`src/rtl/square_float.sv`:
```
// Sequential IEEE-754 single-precision squarer using a 24-cycle shift-add mantissa multiplier.
// Define ROUND_NEAREST_EN for round-to-nearest-even in NORM; the default build truncates.
module square_float #(
    parameter int NUM_ITER = 24
) (
    input  logic        clk,
    input  logic        rst,
    input  logic        start,
    input  logic [31:0] u,
    output logic [31:0] out,
    output logic        done,
    output logic        ovf_flag,
    output logic        nan_flag
);

    typedef enum logic [2:0] {IDLE, LOAD, ITER, NORM, DONE} state_t;

    state_t      state;
    logic [30:0] u_reg;
    logic [23:0] mant;
    logic [4:0]  count;
    logic [47:0] acc;

    logic [9:0]  er_raw;
    logic [9:0]  er_fin;
    logic [22:0] frac_trunc;
    logic [22:0] frac_fin;
    logic        er_ovf;
    logic        er_unf;
`ifdef ROUND_NEAREST_EN
    logic        guard;
    logic        sticky;
    logic [23:0] rounded;
`else
    logic [21:0] unused_low;
`endif

    // Normaliser: the product of two 1.x mantissas lies in [1,4), so P[47] selects the shift.
    always_comb begin
        er_raw = {1'b0, u_reg[30:23], 1'b0} - 10'd127 + {9'd0, acc[47]};
        frac_trunc = acc[47] ? acc[46:24] : acc[45:23];
`ifdef ROUND_NEAREST_EN
        guard   = acc[47] ? acc[23] : acc[22];
        sticky  = acc[47] ? (|acc[22:0]) : (|acc[21:0]);
        rounded = {1'b0, frac_trunc} + {23'd0, guard & (sticky | frac_trunc[0])};
        frac_fin = rounded[22:0];
        er_fin   = er_raw + {9'd0, rounded[23]};
`else
        unused_low = acc[21:0];
        frac_fin   = frac_trunc;
        er_fin     = er_raw;
`endif
        er_ovf = $signed(er_fin) >= $signed(10'sd255);
        er_unf = $signed(er_fin) <= $signed(10'sd0);
    end

    always_ff @(posedge clk or negedge rst) begin
        if (!rst) begin
            state    <= IDLE;
            u_reg    <= '0;
            mant     <= '0;
            count    <= '0;
            acc      <= '0;
            out      <= '0;
            done     <= 1'b0;
            ovf_flag <= 1'b0;
            nan_flag <= 1'b0;
        end else begin
            done <= 1'b0;
            case (state)
                IDLE, DONE: begin
                    if (start) begin
                        u_reg    <= u[30:0];
                        ovf_flag <= 1'b0;
                        nan_flag <= 1'b0;
                        state    <= LOAD;
                    end else begin
                        state <= IDLE;
                    end
                end
                LOAD: begin
                    // Sign is dropped: a square is never negative.
                    if (u_reg[30:23] == 8'd0) begin
                        out   <= 32'h0000_0000;
                        done  <= 1'b1;
                        state <= DONE;
                    end else if (u_reg[30:23] == 8'hFF) begin
                        if (u_reg[22:0] != 23'd0) begin
                            out      <= 32'h7FC0_0000;
                            nan_flag <= 1'b1;
                        end else begin
                            out <= 32'h7F80_0000;
                        end
                        done  <= 1'b1;
                        state <= DONE;
                    end else begin
                        mant  <= {1'b1, u_reg[22:0]};
                        acc   <= '0;
                        count <= '0;
                        state <= ITER;
                    end
                end
                ITER: begin
                    if (mant[count])
                        acc <= acc + ({24'd0, mant} << count);
                    count <= count + 5'd1;
                    if (count == 5'(NUM_ITER - 1))
                        state <= NORM;
                end
                NORM: begin
                    if (er_ovf) begin
                        out      <= 32'h7F80_0000;
                        ovf_flag <= 1'b1;
                    end else if (er_unf) begin
                        out <= 32'h0000_0000;
                    end else begin
                        out <= {1'b0, er_fin[7:0], frac_fin};
                    end
                    done  <= 1'b1;
                    state <= DONE;
                end
                default: state <= IDLE;
            endcase
        end
    end

endmodule

```
`config.mk`:
```
export PLATFORM = sky130hd
export DESIGN_NAME = square_float
export DESIGN_NICKNAME = d
export VERILOG_FILES = /design/src/rtl/square_float.sv
export SDC_FILE = /design/constraint.sdc
export NUM_CORES = 1
export LEC_CHECK = 0
export CORE_ASPECT_RATIO = 0.5
export CORE_UTILIZATION = 55
export DETAILED_ROUTE_END_ITERATION = 6
export GPL_TIMING_DRIVEN = 1
export PLACE_DENSITY_LB_ADDON = 0.05
export SLEW_MARGIN = 40
export SYNTH_ARGS = -nofsm -noshare
export SYNTH_HDL_FRONTEND = slang
export SYNTH_SLANG_ARGS = --single-unit
export TNS_END_PERCENT = 10
```
`constraint.sdc`:
```
create_clock -name clk -period 7.4 [get_ports clk]
set_input_delay 1.48 -clock clk [delete_from_list [all_inputs] [get_ports clk]]
set_output_delay 1.48 -clock clk [all_outputs]
set_load 0.005 [all_outputs]
```
==> results of run 1 <==
==> metrics by stage <==
step	total power, uW	instance area, sq um	hold slack, ns	utilization
after floorplan	3861	10290	0.4556	-
after global placement	4619	11030	0.4622	0.6186
after detailed placement	4703	11030	0.4721	0.6187
after CTS	5555	11570	0.4863	0.6492
after global routing	6042	11590	0.5075	0.6503
final	5593	11590	0.4792	0.6503
==> worst reg2reg max path: cells and delay by family, from the launching register on <==
| family | cells | cell delay [ns] |
|---|---|---|
| AO/OA/AOI/OAI | 10 | 2.78 |
| XOR/XNOR | 1 | 0.20 |
| adder cells (fa/ha/maj) | 1 | 0.36 |
| flip-flops | 1 | 0.78 |
| multiplexers | 1 | 0.44 |
| AND/OR/NAND/NOR | 3 | 0.34 |
==> Yosys cell counts, types with 3 or more instances <==
| master | count |
|---|---|
| dfrtp_1 | 145 |
| o21ai_0 | 107 |
| nand2_1 | 97 |
| nor2_1 | 97 |
| nand3_1 | 72 |
| mux2_2 | 65 |
| a21oi_1 | 64 |
| clkbuf_1 | 55 |
| mux2i_1 | 52 |
| ha_1 | 51 |
| a21o_1 | 34 |
| xnor2_1 | 27 |
| xor2_1 | 24 |
| inv_1 | 18 |
| mux4_2 | 15 |
| nand4_1 | 15 |
| nor3_1 | 14 |
| o22ai_1 | 12 |
| a31oi_1 | 11 |
| buf_1 | 11 |
| nand2b_1 | 10 |
| nor4_1 | 10 |
| and2_1 | 9 |
| o22a_1 | 9 |
| buf_2 | 7 |
| o21a_1 | 7 |
| and3_1 | 6 |
| o211ai_1 | 6 |
| or3_1 | 6 |
| nor2b_1 | 5 |
| o21ai_1 | 5 |
| o31ai_1 | 5 |
| nor3b_1 | 4 |
| or2_2 | 4 |
| a211oi_1 | 3 |
| a21boi_0 | 3 |
| a221oi_1 | 3 |
| a31o_2 | 3 |
| inv_2 | 3 |
| o21bai_1 | 3 |
| or4_1 | 3 |
==> cells in the final DEF, fill, tap and decap left out, drive strengths merged, types with 12 or more instances in the layout <==
cell,Yosys,final
inv,21,24
nand3,72,72
mux2i,52,52
xnor2,27,27
o21ai,113,113
ha,51,51
nand2,98,98
clkbuf,55,21
a31oi,12,12
a21o,34,34
dfrtp,145,145
nor3,14,14
a21oi,64,64
nor2,97,97
nand4,15,15
xor2,24,24
mux2,65,65
o22ai,12,12
clkdlybuf4s50,0,66
mux4,15,15
==> where the power goes <==
part	internal [uW]	total, uW	leakage (uW)	switching [uW]
Sequential	1090	1430	0.00185	342
Clock	463	822	0.000250	359
Combinational	1430	3340	0.00279	1920
Total	2980	5590	0.00489	2620
==> worst paths after layout <==
kind | start | endpoint | cells after the start
setup / recovery | count[0] | acc[45] | 16
hold / removal | out[8] | out[8] | 2
setup reg to reg | count[0] | acc[45] | 16
hold reg to reg | out[8] | out[8] | 2
max in group asynchronous | rst | count[0] | 2
min in group asynchronous | rst | u_reg[23] | 1
==> layer usage <==
layer | vias up | wire [um] | share of wire
met3 | 25 | 1677 | 0.064
met2 | 244 | 10990 | 0.42
met5 | - | 0 | 0
met1 | 4256 | 13240 | 0.51
met4 | 0 | 246 | 0.0094
li1 | 4210 | - | -
==> final cells by class <==
class / count / share of cell area
multi-input cells: 896 / 0.5430
flip-flops and latches: 145 / 0.3134
repair buffers: 76 / 0.06466
clock buffers: 20 / 0.03767
well taps: 234 / 0.02526
clock inverters: 11 / 0.009283
inverters: 21 / 0.006801
==> kinds of logic after synthesis <==
family	count (synthesis)	synth area share
AO/OA/AOI/OAI	301	0.1840
XOR/XNOR	51	0.04340
adder cells (fa/ha/maj)	52	0.06395
buffers and inverters	97	0.03769
flip-flops	145	0.3526
multiplexers	132	0.1545
other	1	0.0003644
AND/OR/NAND/NOR	359	0.1635
==> run_results.csv, run 1 <==
group,metric,value,unit
setup_path,cpPeakStageDelay,0.78,ns
setup_path,worstPathArrival,5.31,ns
floorplan,num_io_pins,70,
final_layout,stdcell_count,1403,
logic_synthesis,synth.yosys.seq_area_share,0.3526,
sta,min_period_over_period,0.6789,
sta,max_freq,0.1990,GHz
global_routing,use_met3,0.06708,
final_layout,fillers,1489,
final_layout,area_delta_synth_final,12.63,%
logic_synthesis,synthesis.area,0.01029,sq mm
final_layout,regArea,0.003632,sq mm
floorplan,initial_core_util,0.5774,
drt,routed_wl,26150,um
pwr,p_leak,0.004892,uW
placement,post-dp-hpwl,19240,um
final_layout,multi_input_area,0.006294,sq mm
global_routing,antenna_found_initial,0,
logic_synthesis,syn_inst,1138,
setup_path,cpMaxStageDelayCell,"dfrtp_4",
floorplan,rows,34,
drt,vias,8735,
setup_path,cp.required,7.69,ns
floorplan,die_area,0.01930,sq mm
drt,viasPerCell,6.226,
sta,slew_headroom,0.4820,
pwr,vdd_drop_max,0.2376,mV
global_routing,grt_use_met2,0.4220,
global_routing,groute.usage.overall,0.2874,
cts,cts-root-buf,"clkbuf_16",
sta,fin_crit,5.024,ns
placement,place_ws,2.537,ns
sta,rsz0062_at_grt,"no",
drt,drc,0,
global_routing,grt_pass1_wl,43630,um
setup_path,path_max_fanout,41,
logic_synthesis,yosys.area.top_type_share,0.3526,
placement,gp_congestion,0.9199,
pwr,power_density,482.6,mW/mm^2
logic_synthesis,synth_enable_flop_cells,0,
sta,finalClockSkew,0.01164,ns
sta,setup_viol,0,
floorplan,core_area,0.01782,sq mm
final_layout,diodes,0,
cts,clkTransAtPathRegs,0.07,ns
logic_synthesis,ys_ff_latch,145,
placement,dpl.cell_count,1372,
cts,holdBufCountCts,0,
cts,cts_tree,"done",
cts,cts_buffer_depth,2,
sta,hold_viol,0,
sta,worstMarginPinSlew,0.7689,ns
floorplan,die_height,98.73,um
cts,post-cts-setup-buffer-count,0,
setup_path,path_cells,"mux2_2 -> o21ai_0 -> or2_2 -> nor2_1 -> a21oi_1 -> nor2_1 -> ha_1 -> a211oi_1 -> o211ai_1 -> a221oi_1 -> a31oi_1 -> a211oi_2 -> o21ai_1 -> a221oi_1 -> xor2_1 -> o21ai_1",
drt,final_antenna_net_count,0,
drt,drtIter0Drc,578,
cts,cts.sinks,145,
global_routing,grt_max_degree,87,
cts,cts_buffers,17,
logic_synthesis,synth_fp_nets,1225,
setup_path,end_kind,"flop",
global_routing,met1_usage,0.4297,
setup_path,crit_type,"reg2reg",
global_routing,grt_overflow,0,
job,maxCapViolCount,0,
logic_synthesis,yosys.area.top_type,"dfrtp_1",
setup_path,path_buf_inv,0,
sta,fin_tns_setup,0,ns
drt,drt_first_pass_iters,5,
logic_synthesis,yosys.cell_types.count,72,
logic_synthesis,synth_ff_type,"dfrtp_1",
drt,wl_per_cell,18.64,um
final_layout,drive_above_1_share,0.1232,
global_routing,grt_busiest_layer,"met1",
sta,fin_ws,2.376,ns
logic_synthesis,yosysWarningCount,0,
cts,cts_resized,0,
sta,drv_slew,0,
final_layout,largest_reg_flops,48,
cts,clkLatencyLatePin,0.43,ns
worst_hold_path,hold_class,"reg2reg",
logic_synthesis,synth_area_per_cell,9.043,sq um
global_routing,grt_pass1_vias,8297,
cts,htreeDepth,4,
floorplan,die_w,195.5,um
setup_path,reg2reg_slack,2.38,ns
final_layout,final_nets,1244,
setup_path,cp-start-kind,"flop",
logic_synthesis,netlist_top_cells_area,"dfrtp_1 35%, mux2_2 7.1%, ha_1 6.2%",
setup_path,cp_top_family,"compound AO/OA/AOI/OAI gates",
placement,port_buffers,67,
logic_synthesis,async_reset_ff_frac,1.000,
run_status,status,"finished, final reports clean",
Power figures use the tool's default switching activity.
==> inputs of run 2 (changes only) <==
- clock period: 7.4 -> 4.2 ns (I/O delays scaled with it)
==> run 2 against run 1 <==
- die area did not move
- clock skew is essentially flat
- critical endpoint is now acc[46]
- critical path type unchanged
- global-route usage increased by 2.1 points
- setup slack got worse by 2.5 ns
- the flow now finishes with violations (setup timing)
==> run_results.csv, run 2 (synthesis results as in run 1) <==
group,metric,value,unit
sta,worstMarginPinSlew,0.6833,ns
placement,post-dp-hpwl,21230,um
final_layout,diodes,0,
drt,viasPerCell,6.097,
sta,rsz0062_at_grt,"yes",
drt,vias,9468,
drt,drc,0,
global_routing,grt_pass1_wl,47010,um
run_status,violations,"setup timing",
cts,holdBufCountCts,0,
cts,clkTransAtPathRegs,0.07,ns
pwr,power_density,951.2,mW/mm^2
setup_path,path_max_fanout,6,
cts,cts_buffer_depth,2,
placement,dpl.cell_count,1500,
sta,finalClockSkew,0.01154,ns
global_routing,groute.usage.overall,0.3085,
drt,wl_per_cell,18.98,um
setup_path,worstPathArrival,4.62,ns
final_layout,area_delta_synth_final,28.05,%
cts,clkLatencyLatePin,0.43,ns
drt,routed_wl,29470,um
drt,final_antenna_net_count,0,
placement,port_buffers,67,
final_layout,final_nets,1393,
floorplan,die_height,98.73,um
sta,slew_headroom,0.5445,
drt,drtIter0Drc,812,
run_status,status,"finished, violations left",
setup_path,crit_type,"reg2reg",
cts,cts_buffers,17,
setup_path,cp-start-kind,"flop",
final_layout,stdcell_count,1553,
cts,cts.sinks,145,
floorplan,core_area,0.01782,sq mm
sta,fin_tns_setup,-0.1554,ns
final_layout,largest_reg_flops,48,
sta,fin_ws,-0.1194,ns
global_routing,grt_max_degree,82,
floorplan,initial_core_util,0.5774,
sta,hold_viol,0,
sta,max_freq,0.2315,GHz
sta,min_period_over_period,1.028,
job,maxCapViolCount,0,
worst_hold_path,hold_class,"in2async",
setup_path,end_kind,"flop",
final_layout,final_cell_mix,"147 x buf_4, 143 x dfrtp_1, 95 x nand2_1, 88 x nor2_1, 87 x o21ai_0",
floorplan,num_io_pins,70,
setup_path,cp.required,4.50,ns
sta,fin_crit,4.319,ns
cts,cts-root-buf,"clkbuf_16",
global_routing,grt_pass1_vias,8953,
sta,drv_slew,0,
placement,gp_congestion,0.9445,
sta,setup_viol,3,
global_routing,grt_overflow,0,
drt,drt_first_pass_iters,5,
placement,place_area,0.01201,sq mm
floorplan,die_area,0.01930,sq mm
pwr,p_leak,0.005739,uW
global_routing,antenna_found_initial,0,
cts,htreeDepth,4,
cts,cts_tree,"done",
final_layout,final_common_cell,"buf_4",
final_layout,stdcell_area,0.01318,sq mm
final_layout,drive_above_1_share,0.2714,
pwr,vdd_drop_max,0.6555,mV
floorplan,rows,34,
final_layout,final_util,0.7393,
floorplan,die_w,195.5,um
==> run 2: cell types whose count changed in the layout (fill, tap and decap cells not counted), sizes merged <==
cell / previous run / this run
bufinv: 1 / 0
clkinvlp: 5 / 4
inv: 24 / 28
buf: 9 / 158
clkbuf: 21 / 19
clkinv: 2 / 3
==> run 2: per-stage QoR <==
step	hold WS, ns	setup WS (ns)	total power [uW]
6_report	0.4247	-0.1194	12540
5_1_grt	0.4737	-0.2732	13360
4_1_cts	0.4788	-0.02243	11420
3_5_place_dp	0.4725	-0.1922	9766
3_3_place_gp	0.4626	-0.1430	9598
2_1_floorplan	0.4556	0.002220	6813
==> run 2: metal layers <==
| layer | GRT usage | share of wire | wire, um | up-vias |
|---|---|---|---|---|
| met3 | 0.05441 | 0.063 | 1852 | 40 |
| met1 | 0.4665 | 0.49 | 14470 | 4576 |
| met4 | 0.06360 | 0.013 | 388 | 0 |
| li1 | - | - | - | 4515 |
| met2 | 0.4618 | 0.43 | 12760 | 337 |
| met5 | 0 | 0 | 0 | - |
==> run 2: path summary, 6_finish.rpt <==
kind                                from         to  slack [ns]  cells after the start
worst max-delay path            count[0]    acc[46]       -0.12                     18
worst min-delay path                 rst  u_reg[24]        0.42                      1
worst max register to register  count[0]    acc[46]       -0.12                     18
worst min register to register   out[18]    out[18]        0.48                      2
max in group asynchronous            rst    acc[11]        2.93                      2
min in group clk                 out[18]    out[18]        0.48                      2
==> run 2: power by group <==
part / internal, uW / switching (uW) / total (uW)
Clock: 789 / 687 / 1480
Combinational: 4260 / 4320 / 8580
Sequential: 1920 / 561 / 2480
==> run 2: area by class of cell <==
class                           count  area [sq um]
Clock buffer                       18         439.2
Clock inverter                     14         120.1
Fill cell                        1309          4647
Inverter                           21         78.83
Multi-Input combinational cell    896          6689
Sequential cell                   145          3631
Tap cell                          234         292.8
Timing Repair Buffer              225          1927
==> run 2: critical path, cell delays in order, from the launching register on <==
cell and delay (ns):
dfrtp_2 0.38, buf_6 0.15, buf_4 0.12, mux2_2 0.35, a21oi_2 0.20, mux2i_1 0.14, buf_4 0.18, a21oi_2 0.21
o22ai_1 0.15, ha_1 0.39, nand2_2 0.09, o21a_1 0.19, nor2b_1 0.14, o21ai_1 0.23, nand3_4 0.14, o41ai_4 0.41
a31oi_1 0.14, nor4bb_2 0.19, or3_1 0.38
==> run 2: what timing repair did <==
action                     CTS  global route
buffers inserted             4            17
gates cloned                 0             0
pin swaps                    5            22
resized for setup           21            90
setup endpoints to repair    7            17
==> inputs of run 3 (changes only) <==
- REMOVE_ABC_BUFFERS: not set -> 1
==> run 3 against run 2 <==
- critical path type unchanged
- final cell count increased by 3.6%
- critical endpoint is now acc[44]
- largest cell class unchanged
- the flow still finishes with violations (setup timing)
- core utilization increased by 2.6 points
- design area increased by 3.6%
==> run_results.csv, run 3 (synthesis results as in run 1) <==
group,metric,value,unit
final_layout,regArea,0.003632,sq mm
job,maxCapViolCount,0,
cts,htreeDepth,4,
cts,clkLatencyLatePin,0.45,ns
floorplan,initial_core_util,0.5774,
final_layout,largest_reg_flops,48,
setup_path,cpPeakStageDelay,0.53,ns
global_routing,grt_overflow,0,
cts,cts.sinks,145,
sta,slew_headroom,0.5240,
global_routing,antenna_found_initial,0,
drt,viasPerCell,5.980,
setup_path,cp.required,4.52,ns
pwr,p_total,13010,uW
pwr,vdd_drop_max,0.7533,mV
drt,wl_per_cell,19.04,um
floorplan,die_height,98.73,um
cts,cts_buffers,17,
drt,drt_first_pass_iters,5,
cts,cts_tree,"done",
global_routing,grt_pass1_vias,9343,
final_layout,final_nets,1449,
run_status,violations,"setup timing",
sta,min_period_over_period,1.022,
final_layout,final_cell_mix,"205 x buf_4, 144 x dfrtp_1, 96 x nand2_1, 89 x nor2_1, 89 x o21ai_0",
sta,drv_slew,0,
placement,dpl.cell_count,1566,
final_layout,area_delta_synth_final,32.61,%
sta,fin_ws,-0.09345,ns
cts,cts_buffer_depth,2,
pwr,switching_share,0.4261,
cts,holdBufCountCts,0,
setup_path,crit_type,"reg2reg",
cts,cts-root-buf,"clkbuf_16",
pwr,p_switching,5543,uW
pwr,power_density,953.2,mW/mm^2
placement,gp_congestion,0.9470,
final_layout,fillers,1270,
run_status,status,"finished, violations left",
pwr,clkPwrFrac,0.128,
sta,setup_viol,5,
final_layout,stdcell_count,1609,
setup_path,cp-start-kind,"flop",
floorplan,die_area,0.01930,sq mm
pwr,seqPwrFrac,0.190,
drt,drc,0,
setup_path,path_cells,"buf_6 -> buf_4 -> mux2i_4 -> or3_1 -> mux2_4 -> buf_4 -> a21oi_2 -> ha_1 -> a21oi_2 -> o21bai_1 -> a21o_1 -> a221o_1 -> a21o_1 -> a41o_4 -> a2111oi_4 -> nor4_1 -> o31a_1",
final_layout,stdcell_area,0.01365,sq mm
final_layout,multi_input_area,0.006639,sq mm
sta,finalClockSkew,0.01043,ns
final_layout,diodes,0,
placement,port_buffers,67,
pwr,p_leak,0.006049,uW
setup_path,reg2reg_from,"count[0]",
floorplan,die_w,195.5,um
setup_path,path_max_fanout,6,
final_layout,drive_above_1_share,0.2953,
global_routing,grt_max_degree,84,
sta,rsz0062_at_grt,"yes",
floorplan,num_io_pins,70,
global_routing,groute.usage.overall,0.3309,
final_layout,final_common_cell,"buf_4",
placement,place_area,0.01256,sq mm
sta,max_freq,0.2329,GHz
setup_path,worstPathArrival,4.62,ns
placement,post-dp-hpwl,22680,um
floorplan,rows,34,
drt,drtIter0Drc,765,
pwr,pwr-share-comb,0.682,
global_routing,grt_pass1_wl,49270,um
pwr,internal_power,7465,uW
setup_path,end_kind,"flop",
setup_path,cpMaxStageDelayCell,"dfrtp_4",
drt,routed_wl,30630,um
floorplan,core_area,0.01782,sq mm
setup_path,crit_start,"count[0]",
sta,hold_viol,0,
drt,final_antenna_net_count,0,
cts,clkTransAtPathRegs,0.06,ns
sta,fin_crit,4.293,ns
sta,worstMarginPinSlew,0.7047,ns
drt,vias,9622,
worst_hold_path,hold_class,"in2async",
## run 3: changes by cell type in the layout (fill, tap and decap cells not counted), moves of 3 or more
cell,delta
buf_4,+58
buf_12,+4
buf_6,-4
bufinv_16,+4
inv_6,-4
a21oi_1,+3
a21oi_2,-3
a31oi_2,+3
## run 3: cell type report
cell class,instances,share of cell area
Multi-Input combinational cell,896,0.4865
Sequential cell,145,0.2662
Timing Repair Buffer,281,0.1735
Clock buffer,20,0.03346
Tap cell,234,0.02145
Clock inverter,12,0.01320
Inverter,21,0.005776
## run 3: critical path: cells and delay by family, from the launching register on
family | cells | cell delay, ns
buffers and inverters | 3 | 0.43
AND/OR/NAND/NOR | 2 | 0.46
flip-flops | 1 | 0.53
multiplexers | 2 | 0.48
AO/OA/AOI/OAI | 9 | 2.01
adder cells (fa/ha/maj) | 1 | 0.27
## run 3: per-stage QoR
stage	utilization	hold slack, ns	setup slack [ns]	setup TNS, ns
floorplan	-	0.4556	-0.6320	-5.293
global placement	0.7045	0.4603	-0.2459	-1.587
detailed placement	0.7045	0.4694	-0.3422	-2.635
CTS	0.7547	0.4691	-0.01548	-0.01883
global route	0.7656	0.4941	-0.2649	-2.156
finish	0.7656	0.4442	-0.09345	-0.2531
## run 3: power by group through the flow
stage | combinational (uW) | clock [uW] | sequential, uW
floorplan | 4280 | 0 | 2410
global placement | 7900 | 0 | 2430
detailed placement | 8070 | 0 | 2470
CTS | 8470 | 1690 | 2450
global route | 9540 | 1730 | 2530
finish | 8870 | 1670 | 2470
## run 3: worst paths after layout
kind | end | slack [ns] | depth (start not counted)
max in group asynchronous | acc[19] | 2.95 | 2
hold / removal | u_reg[25] | 0.44 | 1
hold reg to reg | out[18] | 0.47 | 2
min in group clk | out[18] | 0.47 | 2
setup / recovery | acc[44] | -0.09 | 17
setup reg to reg | acc[44] | -0.09 | 17
## run 3: per-layer routing
layer / routed length (um) / up-vias / track usage
li1: - / 4627 / -
met1: 14890 / 4655 / 0.4794
met2: 13460 / 304 / 0.5099
met3: 1909 / 36 / 0.06468
met4: 372 / 0 / 0.08237
met5: 0 / - / 0
## run 3: what timing repair did
action,in CTS,in global routing
gates resized for setup,48,45
setup buffers,9,3
setup endpoints to repair,14,19
pin swaps,16,25
